===== config.mk =====
export PLATFORM = sky130hd
export DESIGN_NAME = module_result_out_flat
export DESIGN_NICKNAME = d
export VERILOG_FILES = /design/src/rtl/module_result_out_if.sv /design/src/rtl/module_result_out.sv /design/src/flat_wrapper.sv
export SDC_FILE = /design/constraint.sdc
export NUM_CORES = 1
export LEC_CHECK = 0
export ABC_AREA = 1
export BUFFER_PORTS_ARGS = -buffer_cell sky130_fd_sc_hd__buf_2
export CAP_MARGIN = 20
export CORE_MARGIN = 2
export CORE_UTILIZATION = 40
export DETAILED_ROUTE_END_ITERATION = 8
export SLEW_MARGIN = 25
export SYNTH_ARGS = -nofsm -noshare
export SYNTH_HDL_FRONTEND = slang
export SYNTH_SLANG_ARGS = --single-unit

===== constraint.sdc =====
create_clock -name clk -period 2.2 [get_ports clk]
set_input_delay 0.22 -clock clk [delete_from_list [all_inputs] [get_ports clk]]
set_output_delay 0.22 -clock clk [all_outputs]
set_load 0.1 [all_outputs]

===== src/rtl/module_result_out_if.sv =====
// rtl/module_result_out_if.sv - product-in / BCD-digit-out handshake bundle
interface module_result_out_if;
  logic        valid;
  logic [15:0] producto_i;
  logic        dat_ack;
  logic [3:0]  dato;
  logic        signo;
  logic        dat_ready;
  logic [19:0] bcd_o;
  logic        busy;
  logic        done;

  modport master (
    output valid, producto_i, dat_ack,
    input  dato, signo, dat_ready, bcd_o, busy, done
  );

  modport slave (
    input  valid, producto_i, dat_ack,
    output dato, signo, dat_ready, bcd_o, busy, done
  );
endinterface


===== src/rtl/module_result_out.sv =====
// rtl/module_result_out.sv - signed product to five BCD digits, sent MSD first
module module_result_out (
  input  logic                  clk,
  input  logic                  rst,
  module_result_out_if.slave    bus
);

  typedef enum logic [1:0] {IDLE, CONV, SEND, DONE} state_t;

  state_t      state_q, state_d;
  logic [15:0] mag_q, mag_d;
  logic [19:0] acc_q, acc_d;
  logic [3:0]  cnt_q, cnt_d;
  logic [2:0]  idx_q, idx_d;
  logic [19:0] bcd_o_q, bcd_o_d;
  logic [3:0]  dato_q, dato_d;
  logic        signo_q, signo_d;
  logic        dat_ready_q, dat_ready_d;
  logic        busy_q, busy_d;
  logic        done_q, done_d;
  logic [19:0] adj;

  function automatic logic [3:0] nibble(input logic [19:0] v, input logic [2:0] i);
    case (i)
      3'd4:    nibble = v[19:16];
      3'd3:    nibble = v[15:12];
      3'd2:    nibble = v[11:8];
      3'd1:    nibble = v[7:4];
      default: nibble = v[3:0];
    endcase
  endfunction

  always_comb begin
    state_d = state_q;
    mag_d   = mag_q;
    acc_d   = acc_q;
    cnt_d   = cnt_q;
    idx_d   = idx_q;
    bcd_o_d = bcd_o_q;
    signo_d = signo_q;
    adj     = acc_q;
    for (int k = 0; k < 5; k++) begin
      if (acc_q[4*k +: 4] >= 4'd5) begin
        adj[4*k +: 4] = acc_q[4*k +: 4] + 4'd3;
      end
    end

    case (state_q)
      IDLE: begin
        if (bus.valid) begin
          signo_d = bus.producto_i[15];
          // 0x8000 negates to itself, which is exactly 32768 read as unsigned
          mag_d   = bus.producto_i[15] ? (~bus.producto_i + 16'd1) : bus.producto_i;
          acc_d   = 20'd0;
          cnt_d   = 4'd0;
          state_d = CONV;
        end
      end
      CONV: begin
        acc_d = {adj[18:0], mag_q[15]};
        mag_d = {mag_q[14:0], 1'b0};
        cnt_d = cnt_q + 4'd1;
        if (cnt_q == 4'd15) begin
          bcd_o_d = {adj[18:0], mag_q[15]};
          idx_d   = 3'd4;
          state_d = SEND;
        end
      end
      SEND: begin
        if (bus.dat_ack && dat_ready_q) begin
          if (idx_q == 3'd0) begin
            state_d = DONE;
          end else begin
            idx_d = idx_q - 3'd1;
          end
        end
      end
      default: state_d = IDLE;
    endcase

    // Outputs follow the next state so a held ack yields one fresh digit per cycle
    busy_d      = (state_d != IDLE);
    dat_ready_d = (state_d == SEND);
    done_d      = (state_d == DONE);
    dato_d      = (state_d == SEND) ? nibble(bcd_o_d, idx_d) : 4'd0;
  end

  always_ff @(posedge clk or negedge rst) begin
    if (!rst) begin
      state_q     <= IDLE;
      mag_q       <= 16'd0;
      acc_q       <= 20'd0;
      cnt_q       <= 4'd0;
      idx_q       <= 3'd0;
      bcd_o_q     <= 20'd0;
      dato_q      <= 4'd0;
      signo_q     <= 1'b0;
      dat_ready_q <= 1'b0;
      busy_q      <= 1'b0;
      done_q      <= 1'b0;
    end else begin
      state_q     <= state_d;
      mag_q       <= mag_d;
      acc_q       <= acc_d;
      cnt_q       <= cnt_d;
      idx_q       <= idx_d;
      bcd_o_q     <= bcd_o_d;
      dato_q      <= dato_d;
      signo_q     <= signo_d;
      dat_ready_q <= dat_ready_d;
      busy_q      <= busy_d;
      done_q      <= done_d;
    end
  end

  assign bus.dato      = dato_q;
  assign bus.signo     = signo_q;
  assign bus.dat_ready = dat_ready_q;
  assign bus.bcd_o     = bcd_o_q;
  assign bus.busy      = busy_q;
  assign bus.done      = done_q;

endmodule


===== src/flat_wrapper.sv =====
// flat-port wrapper written by rule: the top's interface ports become plain ports
module module_result_out_flat 
  (clk, rst, bus_valid, bus_producto_i, bus_dat_ack, bus_dato, bus_signo, bus_dat_ready, bus_bcd_o, bus_busy, bus_done);
  module_result_out_if bus_i ();
  input  logic clk;
  input  logic rst;
  input wire logic [$bits(bus_i.valid)-1:0] bus_valid;
  input wire logic [$bits(bus_i.producto_i)-1:0] bus_producto_i;
  input wire logic [$bits(bus_i.dat_ack)-1:0] bus_dat_ack;
  output wire logic [$bits(bus_i.dato)-1:0] bus_dato;
  output wire logic [$bits(bus_i.signo)-1:0] bus_signo;
  output wire logic [$bits(bus_i.dat_ready)-1:0] bus_dat_ready;
  output wire logic [$bits(bus_i.bcd_o)-1:0] bus_bcd_o;
  output wire logic [$bits(bus_i.busy)-1:0] bus_busy;
  output wire logic [$bits(bus_i.done)-1:0] bus_done;
  assign bus_i.valid = bus_valid;
  assign bus_i.producto_i = bus_producto_i;
  assign bus_i.dat_ack = bus_dat_ack;
  assign bus_dato = bus_i.dato;
  assign bus_signo = bus_i.signo;
  assign bus_dat_ready = bus_i.dat_ready;
  assign bus_bcd_o = bus_i.bcd_o;
  assign bus_busy = bus_i.busy;
  assign bus_done = bus_i.done;
  module_result_out u_core (.clk(clk), .rst(rst), .bus(bus_i));
endmodule

# Word-level counts from Yosys, hierarchy flattened
# Index checks and enable logic that the tools add are counted.
# word_totals
elab_cells	67
mem_count	0
latch_bits	0
mem_bits_ro	0
register_bits	73
ram_bits	0
in_bits	20
# classes
addsub	8
multipliers	0
div_mod_pow	0
bitwise_logic	1
n_eq_ne	10
n_reduce_logical	7
n_mux	25
order_cmp	5
n_shift	0
# ops
cell	count
two-way mux 20 bit	3
case mux 20 bit (2 select lines)	1
two-way mux 16 bit	2
case mux 16 bit (2 select lines)	1
two-way mux 4 bit	6
>= comparator 4 x 3 -> 1 bit (second input constant)	5
adder 16 x 1 -> 16 bit (second input constant)	1
adder 4 x 2 -> 4 bit (second input constant)	4
inverter 16 bit	1
case mux 4 bit (4 select lines)	1
two-way mux 3 bit	4
two-way mux 2 bit	4
case mux 4 bit (2 select lines)	1
== test 2 bit (second input constant)	3
== test 3 x 2 -> 1 bit (second input constant)	2
case mux 2 bit (3 select lines)	1
case mux 3 bit (2 select lines)	1
adder 4 x 1 -> 4 bit (second input constant)	1
== test 4 bit (second input constant)	1
AND reduction 2 bit	2
nonzero test 2 bit	2
adder 3 x 2 -> 3 bit (second input constant)	1
== test 3 x 1 -> 1 bit (second input constant)	1
== test 3 bit (second input constant)	1
6 further kinds	6

# Logic depth before layout (Yosys ltp)
# logic_depth
depth_word	7
depth_mapped	13
mapped_depth_nobuf	13

# Worst setup path after synthesis
# OpenSTA, ideal clock, no wires.
# synth_timing
path_kind	reg-to-reg
startpoint	reg u_core.dat_ready_q (netlist: u_core.bus.dat_ready)
endpoint	reg u_core.dato_q[1] (netlist: u_core.bus.dato[1])
slack_ns	0.127
arrival_ns	1.952
synth_period_minus_slack_ns	2.073
setup_time_ns	0.121
stages_incl_launch_ff	12
path_cell_list	dfrtp_1 nand2_1 a21oi_1 nand3_1 nand2_1 nand2_4 nand2_1 nand2_1 nand2_2 nand3_1 nor2_1 nor2_1
# synth_between
elab_chain_cells	6
word_cells_on_any_way	12
cone_classes	eq/ne (5); mux (6); reduce/logical (1)
# synth_rtl
item	line	source
from (decl)	module_result_out.sv:18	logic dat_ready_q, dat_ready_d;
from (signal assigned)	module_result_out.sv:110	dat_ready_q <= dat_ready_d;
logical AND 1 bit *	module_result_out.sv:70	if (bus.dat_ack && dat_ready_q) begin
two-way mux 3 bit	module_result_out.sv:70	
case mux 3 bit (2 select lines)	module_result_out.sv:48	case (state_q)
== test 3 x 1 -> 1 bit (tied with other cells)	module_result_out.sv:24	case (i)
case mux 4 bit (4 select lines)	module_result_out.sv:24	
two-way mux 4 bit *	module_result_out.sv:85	dato_d = (state_d == SEND) ? nibble(bcd_o_d, idx_d) : 4'd0;
named net u_core.dato_d[1]	module_result_out.sv:16	logic [3:0] dato_q, dato_d;
to (signal assigned)	module_result_out.sv:108	dato_q <= dato_d;
to (decl)	module_result_out.sv:16	
# The timed path passes the listed nets; every way through them passes the cells marked *.
# A chain may end at the register's enable or synchronous reset.

# Final worst setup path
# layout_timing
startpoint	reg u_core.state_q[0]
endpoint	reg u_core.dato_q[1] (netlist: u_core.bus.dato[1])
# layout_between
elab_chain_cells	5
word_cells_on_any_way	17
cone_classes	eq/ne (7); mux (9); reduce/logical (1)
# layout_rtl
item	line	source
from (decl)	module_result_out.sv:10	state_t state_q, state_d;
from (signal assigned)	module_result_out.sv:102	state_q <= state_d;
== test 2 bit / == test 2 x 1 -> 1 bit (equally long branches)	module_result_out.sv:48	
case mux 3 bit (2 select lines) *	module_result_out.sv:48	
named net u_core.idx_d[2]	module_result_out.sv:14	logic [2:0] idx_q, idx_d;
== test 3 x 1 -> 1 bit (tied with other cells)	module_result_out.sv:24	
case mux 4 bit (4 select lines) *	module_result_out.sv:24	
two-way mux 4 bit *	module_result_out.sv:85	
named net u_core.dato_d[1]	module_result_out.sv:16	
# Marked as above.

==> impl_results.md <==
* Fin crit share at 92.27%
* Post-synth EDFFs at 0
* Clock skew at between 0.015 and 0.02 ns
* Fin. Hold Viols at 0
* Max cap viols at 0
* Num CTS Buffers at 9
* Clock network power share at ~16%
* Synth Instances at around 530
* Die ar. at 0.01097 sq mm
* Global route overflow at 0
* Critical path data arrival time at 2.27 ns
* Drt total wl at between 9 and 10 mm
* Fillers at between 1000 and 1500
* Final Net Count at ~610
* Final ANT Viol Nets at 0
* Synth Warn # at 0
* First DRT Iteration DRCs at 191
* Sequential share of the synthesized area at between 40 and 50%
* Switching Fraction at between 40% and 50%
* Post-synth design cell area at 0.004060 sq mm
* Worst Hold Path Cells at 2
* Vias per cell at approximately 5.0
* Worst VDD drop at 0.8114 mV
* Die Wd at approximately 100 um
* Hold Slack at around 0.13 ns
* CTS tree: built
* Initial core utilization at between 40 and 50%
* Crit path cell chain: inv_1 > ha_1 > inv_1 > nor2_1 > nand2_1 > nand2_1 > nand3_1 > nand3_1 > nand2_2 > o21ai_0 > nor2_1
* Synth Flop Type: dfrtp_1
* Vias at around 3600
* R2R setup slack at around 0.17 ns
* Clock sinks at 73
* Post-synthesis area per instance at around 7.7 sq um
* Core Area at 0.009819 sq mm
* Root Buffer Master: clkbuf_8
* GPL Wtd Cong at slightly above 0.8
* Leakage at between 2 and 3 nW
* RR Endpoint: u_core.bus.dato[1]
* Crit end category: register
* GR Util All Layers at 18.69%
* R2R cell count at 11
* First-pass GRT wire length at about 17 mm
* Minimum clock period at a little over 2 ns
* Synthesized Nets at between 500 and 600
* Synth Register Bits at 73
* Hold Path End: u_core.mag_q[0]
* Vias in the first global route at between 3000 and 4000
* Die Y at 104.8 um
* Worst Hold Class: input port to register
* FP Rows at 36
* WP buf/inv at 2
* Clock-pin slew on the worst setup and hold paths at around 0.09 ns
* Post-route DRC at 0
* Cell Int Power at 3.240 mW
* DR pass1 iterations at 5
* Sequential share of power at a little under a third
* Status: completed
* Antenna violations before repair at 0
* Layout cells sized above 1 at between 10 and 15%
* Antenna diode count at 0
* Num ports at 48
* Max Freq at 0.4926 GHz
* Total power at ~6.4 mW
* Max incr delay on CP at around 0.42 ns
* Crit path max-delay cell type: dfrtp_1
* Netlist cell types at 35
* Setup CP Type: register to register
* H-tree levels at 3
* Final Max Slew Viols at 0
* Crit path max fanout at 7
* Reg2reg start: u_core.state_q[0]
* Unrepaired setup endpoints after global routing: false
* HPWL after DPL at between 7 and 8 mm
* Post-synth ARST share at between 90% and 100%
* Most common cell after layout, fill and taps aside: nand2_1
* Worst EP required at 2.44 ns
* Power Density at 1371 mW/mm^2
* CP top delay family: simple AND/OR/NAND/NOR gates
* Sw power at approximately 3.2 mW
* Worst Tran Pin Value at around 0.53 ns
* Worst slew margin at roughly 64%
* CP Launch Type: register
* Most frequent cells in the layout: nand2_1, dfrtp_1, inv_1
* Synthesis-to-finish area growth at 15.44%
* Clk buf depth at 2
* Hold path startpoint: bus_producto_i[0]
* Largest net degree at the start of global routing at 40
* IO buf count at between 40 and 50
* Combinational share of power at approximately 52%
* Setup violators final at 0
* Final non-filler cell total at 714
* Placed Cells at around 700
* Drt wl/cell at between 10 and 15 um
* Final setup TNS at 0 ns
* Skew-Pair Late Insertion Delay at between 0.3 and 0.4 ns
==> cell usage after synthesis (2+ instances only) <==
cell type    n  area share, %
nor2_1      36            3.3
o21ai_1     15            1.8
nand4_1     11            1.7
nand2_2      3           0.46
o22ai_1     18            2.8
xor2_1       6            1.3
clkbuf_1     8           0.74
dfrtp_1     73             45
a21oi_1     24            3.0
ha_1        18            5.5
nand2_1    132             12
inv_1       65            6.0
nand3_1     39            4.8
nor3_1       2           0.25
buf_2        5           0.62
o211ai_1     6            1.1
nor2_2       2           0.31
o21ai_0     42            5.2
inv_2        3           0.28
buf_6        2           0.55
==> stage by stage <==
step           worst slack [ns]  area [sq um]  utilization [%]
2_1_floorplan            0.1268          4060                -
3_3_place_gp             0.2005          4481            45.63
3_5_place_dp             0.1988          4481            45.63
4_1_cts                  0.1788          4684            47.71
5_1_grt                0.009669          4687            47.73
6_report                 0.1700          4687            47.73
==> how the worst max path moves through the flow <==
stage                                    start            endpoint  slack [ns]  depth (start not counted)
after global routing         u_core.state_q[0]  u_core.bus.dato[2]        0.01                         11
final                        u_core.state_q[0]  u_core.bus.dato[1]        0.17                         11
after CTS                    u_core.state_q[0]  u_core.bus.dato[2]        0.18                         13
after global placement       u_core.state_q[0]  u_core.bus.dato[1]        0.20                         13
after floorplan           u_core.bus.dat_ready  u_core.bus.dato[1]        0.13                         11
after detailed placement     u_core.state_q[0]  u_core.bus.dato[1]        0.20                         13
==> registers in the layout (all words and copies together), names as in the netlist <==
signal and flops:
u_core.state_q 2, u_core.idx_q 3, u_core.bus.busy 1, u_core.bus.dat_ready 1, u_core.mag_q 16, u_core.cnt_q 4, u_core.bus.signo 1, u_core.bus.bcd_o 20
u_core.acc_q 20, u_core.bus.dato 4, u_core.bus.done 1
==> power groups by stage <==
stage,logic [mW],registers [mW],clock network (mW)
floorplan,1.78,2.79,0
global placement,3.29,2.06,0
detailed placement,3.34,2.07,0
CTS,3.35,2.05,1.09
global route,3.72,2.10,1.15
finish,3.33,2.05,1.05
==> routing by layer <==
metal / part of all wire [%] / track usage [%] / vias up
met4: 0.53 / 3.810 / 0
met2: 46 / 29.31 / 81
met5: 0 / 0 / -
met3: 3.9 / 4.554 / 4
met1: 50 / 26.35 / 1661
li1: - / - / 1832
==> layout make-up <==
type	count	area (sq um)	area share, %
repair buffers	56	345.3	7.368
multi-input cells	368	1899	40.52
well taps	133	166.4	3.550
clock inverters	7	70.07	1.495
flip-flops and latches	73	1827	38.97
inverters	68	255.2	5.446
clock buffers	9	123.9	2.643
==> cells by family after synthesis <==
group | share of synthesized area (%)
AND/OR/NAND/NOR | 24.31
AO/OA/AOI/OAI | 15.10
buffers and inverters | 8.289
flip-flops | 44.99
adder cells (fa/ha/maj) | 5.547
XOR/XNOR | 1.510
multiplexers | 0.2465
==> timing repair <==
action,4_1_cts,5_1_grt
hold buffers,1,0
endpoints found under the setup margin,0,4
resized for setup,0,1
buffers inserted,0,0
endpoints found under the hold margin,38,0
Power figures use the tool's default switching activity.
